$ cat config.mk
export PLATFORM = sky130hd
export DESIGN_NAME = itch_msg_builder
export DESIGN_NICKNAME = d
export VERILOG_FILES = /design/src/rtl/itch_msg_builder.sv
export SDC_FILE = /design/constraint.sdc
export NUM_CORES = 1
export LEC_CHECK = 0
export ABC_CLOCK_PERIOD_IN_PS = 8100
export BUFFER_PORTS_ARGS = -buffer_cell sky130_fd_sc_hd__buf_2
export CORE_MARGIN = 4
export CORE_UTILIZATION = 60
export CTS_BUF_LIST = sky130_fd_sc_hd__clkbuf_8
export DETAILED_ROUTE_END_ITERATION = 12
export GPL_ROUTABILITY_DRIVEN = 0
export PLACE_DENSITY = 0.91
export SLEW_MARGIN = 10
export SYNTH_ARGS = -nofsm -noshare
export SYNTH_HDL_FRONTEND = slang
export SYNTH_SLANG_ARGS = --single-unit
$ cat constraint.sdc
create_clock -name clkIn -period 8.1 [get_ports clkIn]
set_input_delay 0.405 -clock clkIn [delete_from_list [all_inputs] [get_ports clkIn]]
set_output_delay 0.405 -clock clkIn [all_outputs]
set_load 0.01 [all_outputs]
$ cat src/rtl/itch_msg_builder.sv
// itch_msg_builder: serializes ITCH 5.0 Add / Delete / Executed events into a
// packetized byte stream. Define ITCH_LEN_PREFIX_EN for 2-byte length prefixes.
module itch_msg_builder #(
    parameter int MAX_PKT_BYTES = 1400,
    parameter int IPG_CYCLES    = 12
) (
    input  logic        clkIn,
    input  logic        rstIn,
    input  logic        addValidIn,
    input  logic        delValidIn,
    input  logic        execValidIn,
    output logic        readyOut,
    input  logic [15:0] locateIn,
    input  logic [15:0] trackNumIn,
    input  logic [47:0] timeStampIn,
    input  logic [63:0] refNumIn,
    input  logic        buySellIn,
    input  logic [31:0] sharesIn,
    input  logic [63:0] stockIn,
    input  logic [31:0] priceIn,
    input  logic [63:0] matchNumIn,
    output logic [7:0]  dataOut,
    output logic        dataValidOut,
    output logic        multiReqOut
);

`ifdef ITCH_LEN_PREFIX_EN
    localparam int PFX = 2;
`else
    localparam int PFX = 0;
`endif
    localparam int MSG_W = 8 * (36 + PFX);
    localparam logic [5:0]  ADD_LEN  = 6'(36 + PFX);
    localparam logic [5:0]  DEL_LEN  = 6'(19 + PFX);
    localparam logic [5:0]  EXE_LEN  = 6'(31 + PFX);
    localparam logic [11:0] MAX_B    = 12'(MAX_PKT_BYTES);
    localparam logic [15:0] GAP_LAST = 16'(IPG_CYCLES - 1);

    typedef enum logic [1:0] {IDLE, SEND, GAP} state_t;

    state_t           state, state_nxt;
    logic [MSG_W-1:0] shreg, msg;
    logic [MSG_W-1:0] add_vec, del_vec, exe_vec;
    logic [287:0]     add_body;
    logic [151:0]     del_body;
    logic [247:0]     exe_body;
    logic [5:0]       cnt, len, req_len;
    logic [10:0]      pkt;
    logic [15:0]      gcnt;
    logic             pending, last, accept, multi, fits, gap_done;

    assign last     = (cnt == len - 6'd1);
    assign readyOut = (state == IDLE) || ((state == SEND) && last);
    assign accept   = readyOut && (addValidIn || delValidIn || execValidIn);
    assign multi    = (addValidIn && delValidIn) || (addValidIn && execValidIn)
                   || (delValidIn && execValidIn);
    assign gap_done = (gcnt == GAP_LAST);
    assign fits     = ({1'b0, pkt} + 12'd1 + {6'd0, req_len}) <= MAX_B;

    assign add_body = {8'h41, locateIn, trackNumIn, timeStampIn, refNumIn,
                       (buySellIn ? 8'h42 : 8'h53), sharesIn, stockIn, priceIn};
    assign del_body = {8'h44, locateIn, trackNumIn, timeStampIn, refNumIn};
    assign exe_body = {8'h45, locateIn, trackNumIn, timeStampIn, refNumIn,
                       sharesIn, matchNumIn};

`ifdef ITCH_LEN_PREFIX_EN
    assign add_vec = {16'h0024, add_body};
    assign del_vec = {16'h0013, del_body, 136'd0};
    assign exe_vec = {16'h001F, exe_body, 40'd0};
`else
    assign add_vec = add_body;
    assign del_vec = {del_body, 136'd0};
    assign exe_vec = {exe_body, 40'd0};
`endif

    // Pick the winning request (Add > Delete > Executed) and its length.
    always_comb begin
        msg     = exe_vec;
        req_len = EXE_LEN;
        if (addValidIn) begin
            msg     = add_vec;
            req_len = ADD_LEN;
        end else if (delValidIn) begin
            msg     = del_vec;
            req_len = DEL_LEN;
        end
    end

    // State register.
    always_ff @(posedge clkIn) begin
        if (rstIn) state <= IDLE;
        else       state <= state_nxt;
    end

    // Next-state: chain, close packet into a gap, or return to idle.
    always_comb begin
        state_nxt = state;
        unique case (state)
            IDLE: if (accept) state_nxt = SEND;
            SEND: if (last) state_nxt = (accept && fits) ? SEND : GAP;
            GAP:  if (gap_done) state_nxt = pending ? SEND : IDLE;
            default: state_nxt = IDLE;
        endcase
    end

    // Datapath: shift bytes out MSB-first, track packet fill and gap timing.
    always_ff @(posedge clkIn) begin
        if (rstIn) begin
            shreg        <= '0;
            len          <= '0;
            cnt          <= '0;
            pkt          <= '0;
            gcnt         <= '0;
            pending      <= 1'b0;
            dataOut      <= 8'h00;
            dataValidOut <= 1'b0;
            multiReqOut  <= 1'b0;
        end else begin
            dataOut      <= 8'h00;
            dataValidOut <= 1'b0;
            multiReqOut  <= accept && multi;
            gcnt         <= '0;
            unique case (state)
                IDLE: begin
                    if (accept) begin
                        shreg <= msg;
                        len   <= req_len;
                        cnt   <= '0;
                        pkt   <= '0;
                    end
                end
                SEND: begin
                    dataOut      <= shreg[MSG_W-1 -: 8];
                    dataValidOut <= 1'b1;
                    shreg        <= shreg << 8;
                    cnt          <= cnt + 6'd1;
                    pkt          <= pkt + 11'd1;
                    if (last) begin
                        pending <= accept && !fits;
                        if (accept) begin
                            shreg <= msg;
                            len   <= req_len;
                            cnt   <= '0;
                        end
                        if (!accept || !fits) pkt <= '0;
                    end
                end
                GAP: begin
                    gcnt <= gcnt + 16'd1;
                    if (gap_done) pending <= 1'b0;
                end
                default: ;
            endcase
        end
    end

endmodule

# Word-level counts from Yosys, hierarchy flattened
# Index checks and enable logic that the tools add are counted.
[classes]
n_addsub = 6
order_cmp = 1
eq_ne = 7
muxes = 30
bitwise = 2
n_reduce_logical = 25
[ops]
columns = ["op", "count"]
rows = [
  ["two-way mux 288 bit", 4],
  ["case mux 288 bit (2 select lines)", 1],
  ["two-way mux 281 bit", 1],
  ["two-way mux 6 bit", 6],
  ["two-way mux 11 bit", 3],
  ["case mux 6 bit (2 select lines)", 2],
  ["case mux 11 bit (2 select lines)", 1],
  ["adder 16 x 1 -> 16 bit (second input constant)", 1],
  ["equality test 16 x 4 -> 1 bit (second input constant)", 1],
  ["adder 11 x 1 -> 12 bit (second input constant)", 1],
  ["adder 12 x 6 -> 12 bit", 1],
  ["<= comparator 12 x 11 -> 1 bit (second input constant)", 1],
  ["adder 11 x 1 -> 11 bit (second input constant)", 1],
  ["logical AND 1 bit", 8],
  ["two-way mux 2 bit", 4],
  ["adder 6 x 1 -> 6 bit (second input constant)", 1],
  ["equality test 6 bit", 1],
  ["logical OR 1 bit", 6],
  ["!= test 2 bit (second input constant)", 3],
  ["case mux 2 bit (3 select lines)", 1],
  ["AND reduction 3 bit", 2],
  ["subtractor 6 x 1 -> 6 bit (second input constant)", 1],
  ["two-way mux 5 bit", 1],
  ["two-way mux 1 bit", 4],
  ["10 further kinds", 15],
]
[totals]
ff_bits = 340
in_bits = 342
output_inout_bits = 11
elab_cells = 81

# Logic depth before layout (Yosys ltp)
[logic_depth]
depth_word = 10
ltp_mapped = 14
mapped_depth_nobuf = 10

# Worst setup path after synthesis
# Ideal clock, no wire load.
[synth_path]
path_type = "input -> register"
from = "in addValidIn"
to = "reg state[0]"
setup_ns = 0.091
arrival_ns = 3.233
required_time_ns = 8.009
setup_slack_ns = 4.776
cell_stages = 13
path_buffers = 4
cell_sequence = "buf_2 > or2_2 > inv_1 > clkbuf_1 > clkbuf_1 > ha_1 > a311oi_1 > o221a_2 > o211a_1 > a22o_1 > buf_2 > nand2_1 > a311oi_1"
[synth_between]
elab_chain_len = 7
word_cells_on_any_way = 12
cone_classes = "add/sub (1); order compare (1); eq/ne (1); mux (4); reduce/logical (5)"
[synth_rtl]
columns = ["element", "line_no", "text"]
rows = [
  ["start, declared", "9", "input logic addValidIn,"],
  ["two-way mux 6 bit", "80", "if (addValidIn) begin"],
  ["net req_len[3]", "47", "logic [5:0] cnt, len, req_len;"],
  ["adder 12 x 6 -> 12 bit", "58", "assign fits = ({1'b0, pkt} + 12'd1 + {6'd0, req_len}) <= MAX_B;"],
  ["<= comparator 12 x 11 -> 1 bit", "58", ""],
  ["logical AND 1 bit", "100", "SEND: if (last) state_nxt = (accept && fits) ? SEND : GAP;"],
  ["two-way mux 2 bit (2 in series)", "100", ""],
  ["case mux 2 bit (3 select lines)", "98", "unique case (state)"],
  ["end signal, assigned", "92", "else state <= state_nxt;"],
  ["end, declared", "41", "state_t state, state_nxt;"],
]
# The timed path passes the listed nets, and every way through them passes these cells. The select of a mux whose other input is x is not followed.
# A chain may end at the register's enable or synchronous reset.

# Final worst setup path
[layout_path]
from = "reg len[4]"
to = "reg shreg[11]"
[layout_between]
elab_chain_len = 8
word_cells_on_any_way = 10
cone_classes = "add/sub (1); eq/ne (2); mux (3); reduce/logical (4)"
[layout_rtl]
columns = ["element", "line_no", "text"]
rows = [
  ["start, declared", "47", ""],
  ["start signal, assigned", "127", "len <= req_len;"],
  ["start signal, assigned", "142", "len <= req_len;"],
  ["subtractor 6 x 1 -> 6 bit (*)", "52", "assign last = (cnt == len - 6'd1);"],
  ["equality test 6 bit (*)", "52", ""],
  ["logical AND 1 bit", "53", "assign readyOut = (state == IDLE) || ((state == SEND) && last);"],
  ["logical OR 1 bit", "53", ""],
  ["logical AND 1 bit", "54", "assign accept = readyOut && (addValidIn || delValidIn || execValidIn);"],
  ["two-way mux 288 bit", "140", "if (accept) begin"],
  ["two-way mux 288 bit", "138", "if (last) begin"],
  ["case mux 288 bit (2 select lines)", "123", "unique case (state)"],
  ["end signal, assigned", "126", "shreg <= msg;"],
  ["end signal, assigned", "135", "shreg <= shreg << 8;"],
  ["end signal, assigned", "141", "shreg <= msg;"],
  ["end, declared", "42", "logic [MSG_W-1:0] shreg, msg;"],
]
# Mark *: on every way between the ends. The rest lies on a longest branch, timed or not.

==> summary.md <==
| Metric | Value |
|---|---|
| First-pass GRT wire length | `71990 µm` |
| # H-tree levels | `2` |
| Synth Instances | `between 1500 and 2000` |
| Pwr per Cell Area | `212.3 mW/mm²` |
| Worst Setup End Kind | `flop` |
| Share of flip-flops with an asynchronous set or reset | `0` |
| Final wirelength | `between 40000 and 50000 µm` |
| Max Clk Rate | `0.2566 GHz` |
| CTS root buffer | `clkbuf_8` |
| Fin crit period | `3.897 ns` |
| Synthesized area | `around 0.016 mm²` |
| Drt wl/cell | `17.90 µm` |
| Maximum vdd drop | `0.0001323 V` |
| Die Width | `169.0 µm` |
| DR DRC count | `0` |
| Critical path arrival | `~4.4 ns` |
| Cts bufs inserted | `55` |
| RSZ-0062 raised after global routing | `false` |
| Worst-margin pin slew | `1.132 ns` |
| Post-CTS sizing | `0` |
| Final setup margin | `4.203 ns` |
| GRT Residual Overflow | `0` |
| Startpoint type of the worst setup path | `flop` |
| Vias in the first global route | `14830` |
| Post-CTS Setup Bufs | `0` |
| Post-Syn Nets | `2275` |
| Layout cells sized above 1 | `0.2132` |
| Leak | `roughly 7.5 nW` |
| Syn Area/Cell | `8.088 µm²` |
| Antenna violations before repair | `14` |
| Port bufs | `~350` |
| Prevailing post-synth register cell | `dfxtp_1` |
| Register bit count reported by yosys | `roughly 340` |
| Top-Level Pins | `353` |
| CP Max Fanout | `94` |
| Max-cap violation count | `0` |
| ANT nets after route | `0` |
| Setup Viol. Count Final | `0` |
| Clock sinks | `roughly 340` |
| Initial core utilization | `0.6141` |
| Vias | `15780` |
| Status | `complete, no violations` |
| Post-synthesis cell type count | `57` |
| Drt initial violations | `1846` |
| Slew margin rel. | `0.2456` |
| Die ar. | `approximately 0.029 mm²` |
| Pre-CTS setup slack | `roughly 4.0 ns` |
| Detailed Place HPWL | `29670 µm` |
| First drt pass iteration count | `6` |
| R2R cell count | `9` |
| Number of synthesized flops with an enable pin | `0` |
| Worst-skew pair later-pin latency | `0.60 ns` |
| Final period util | `0.4811` |
| Drt via density | `6.224` |
| Total global-route track usage | `0.2978` |
| Synth warn | `0` |
| Hold-fix buffers, CTS | `0` |
| CP required | `8.58 ns` |
| Num rows | `58` |
| Die Height | `~170 µm` |
| Post-layout net count | `2503` |
| Fin Setup TNS | `0 ns` |
| CTS tree | `built` |
| Largest net degree at the start of global routing | `124` |
| Placeable Area | `0.02533 mm²` |
| Syn-to-layout area delta | `17.03%` |
| Crit Path Class | `reg -> reg` |
| Clk_skew | `0.02672 ns` |
| Sequential share of the synthesized area | `0.4350` |
| Final-report max-slew violation count | `0` |
| Clock Tree Buf Depth | `3` |
| Hold path cells | `3` |
| Final Hold Vio Count | `0` |
| CTS clk-pin slew, worst paths | `0.07 ns` |
| Hold Path Class | `in -> reg` |
[sequential cells by signal, summed over array words and instances (netlist names)]
| register | flops |
|---|---|
| dataValidOut | 1 |
| multiReqOut | 1 |
| cnt | 6 |
| pending | 1 |
| len | 4 |
| pkt | 11 |
| gcnt | 16 |
| dataOut | 8 |
| state | 2 |
| shreg | 288 |
[stage by stage]
step	total power (W)	cell area (µm²)	utilization	cells	hold slack, ns
after CTS	0.003876	18180	0.7177	2525	0.04118
after global placement	0.002308	16980	0.6704	2424	0.4390
final	0.003865	18200	0.7187	2535	0.06494
after global routing	0.004027	18200	0.7186	2534	0.04526
after detailed placement	0.002328	16980	0.6704	2424	0.4447
after floorplan	0.002165	15550	-	1923	0.4296
[final timing paths]
| kind | startpoint | end | slack [ns] |
|---|---|---|---|
| worst max-delay path | len[4] | shreg[11] | 4.20 |
| worst min-delay path | trackNumIn[13] | shreg[261] | 0.06 |
| worst max register to register | len[4] | shreg[11] | 4.20 |
| worst min register to register | shreg[5] | shreg[5] | 0.45 |
[layout make-up]
class	count	area [µm²]
diodes	10	25.02
clock buffers	77	1060
clock inverters	24	137.6
fillers	1975	7124
inverters	15	56.30
multi-input cells	1374	7858
flip-flops and latches	338	6766
well taps	330	412.9
repair buffers	367	1887
[critical path: stages, from the launching register on]
cell	delay, ns
dfxtp_1	0.40
inv_1	0.09
ha_1	0.32
xor2_1	0.15
nand3_1	0.13
nor2_1	0.34
a31o_4	0.88
buf_4	0.84
nand3_1	0.18
a311oi_1	0.37
[power by group]
| part | internal, W | switching, W |
|---|---|---|
| Combinational | 0.000201 | 0.000270 |
| Sequential | 0.00177 | 0.0000631 |
| Clock | 0.000876 | 0.000683 |
| Total | 0.00285 | 0.00102 |
[Yosys cell counts, drive strengths merged (12+ instances only)]
| master | number | share of area |
|---|---|---|
| dfxtp | 338 | 0.44 |
| nor2 | 215 | 0.052 |
| and2 | 12 | 0.0048 |
| a311oi | 181 | 0.10 |
| o211ai | 93 | 0.045 |
| nor3 | 13 | 0.0042 |
| a21oi | 124 | 0.040 |
| buf | 59 | 0.025 |
| nand3 | 49 | 0.016 |
| o21ai | 13 | 0.0042 |
| nand2 | 455 | 0.11 |
| xor2 | 15 | 0.0084 |
| a221o | 88 | 0.057 |
| clkbuf | 137 | 0.033 |
| inv | 15 | 0.0036 |
[cell families after synthesis]
logic type,after synthesis,share of synthesized area
AOI/OAI and AO/OA,553,0.2769
DFF,338,0.4350
buffers and inverters,211,0.06154
adders and majority gates,11,0.008688
and+or+nand+nor,790,0.2066
xor gates and xnor gates,20,0.01126
[per-layer routing]
metal  vias up  GRT usage  part of all wire
li1       7465          -                 -
met1      7397     0.4028              0.42
met2       751     0.4686              0.46
met3       156    0.06119             0.082
met4         8     0.1208             0.038
met5         -          0            0.0012
[cells in the final DEF (no fill, tap or decap), types with 4 or more instances in the layout]
cell and n:
a211oi_1 4, a21o_1 7, a21oi_1 123, a221o_1 88, a22oi_1 10, a311oi_1 181
and2_1 12, buf_2 350, buf_4 16, clkbuf_8 77, clkinv_2 10, dfxtp_1 338
diode_2 10, ha_1 10, inv_1 25, nand2_1 455, nand2b_1 10, nand3_1 49
nand4_1 10, nor2_1 214, nor3_1 13, o211ai_1 93, o21ai_0 13, o22ai_1 5
o2bb2ai_1 5, o31ai_1 6, or3_1 8, xnor2_1 5, xor2_1 15
Note: power is estimated with default switching activity, not from simulation.
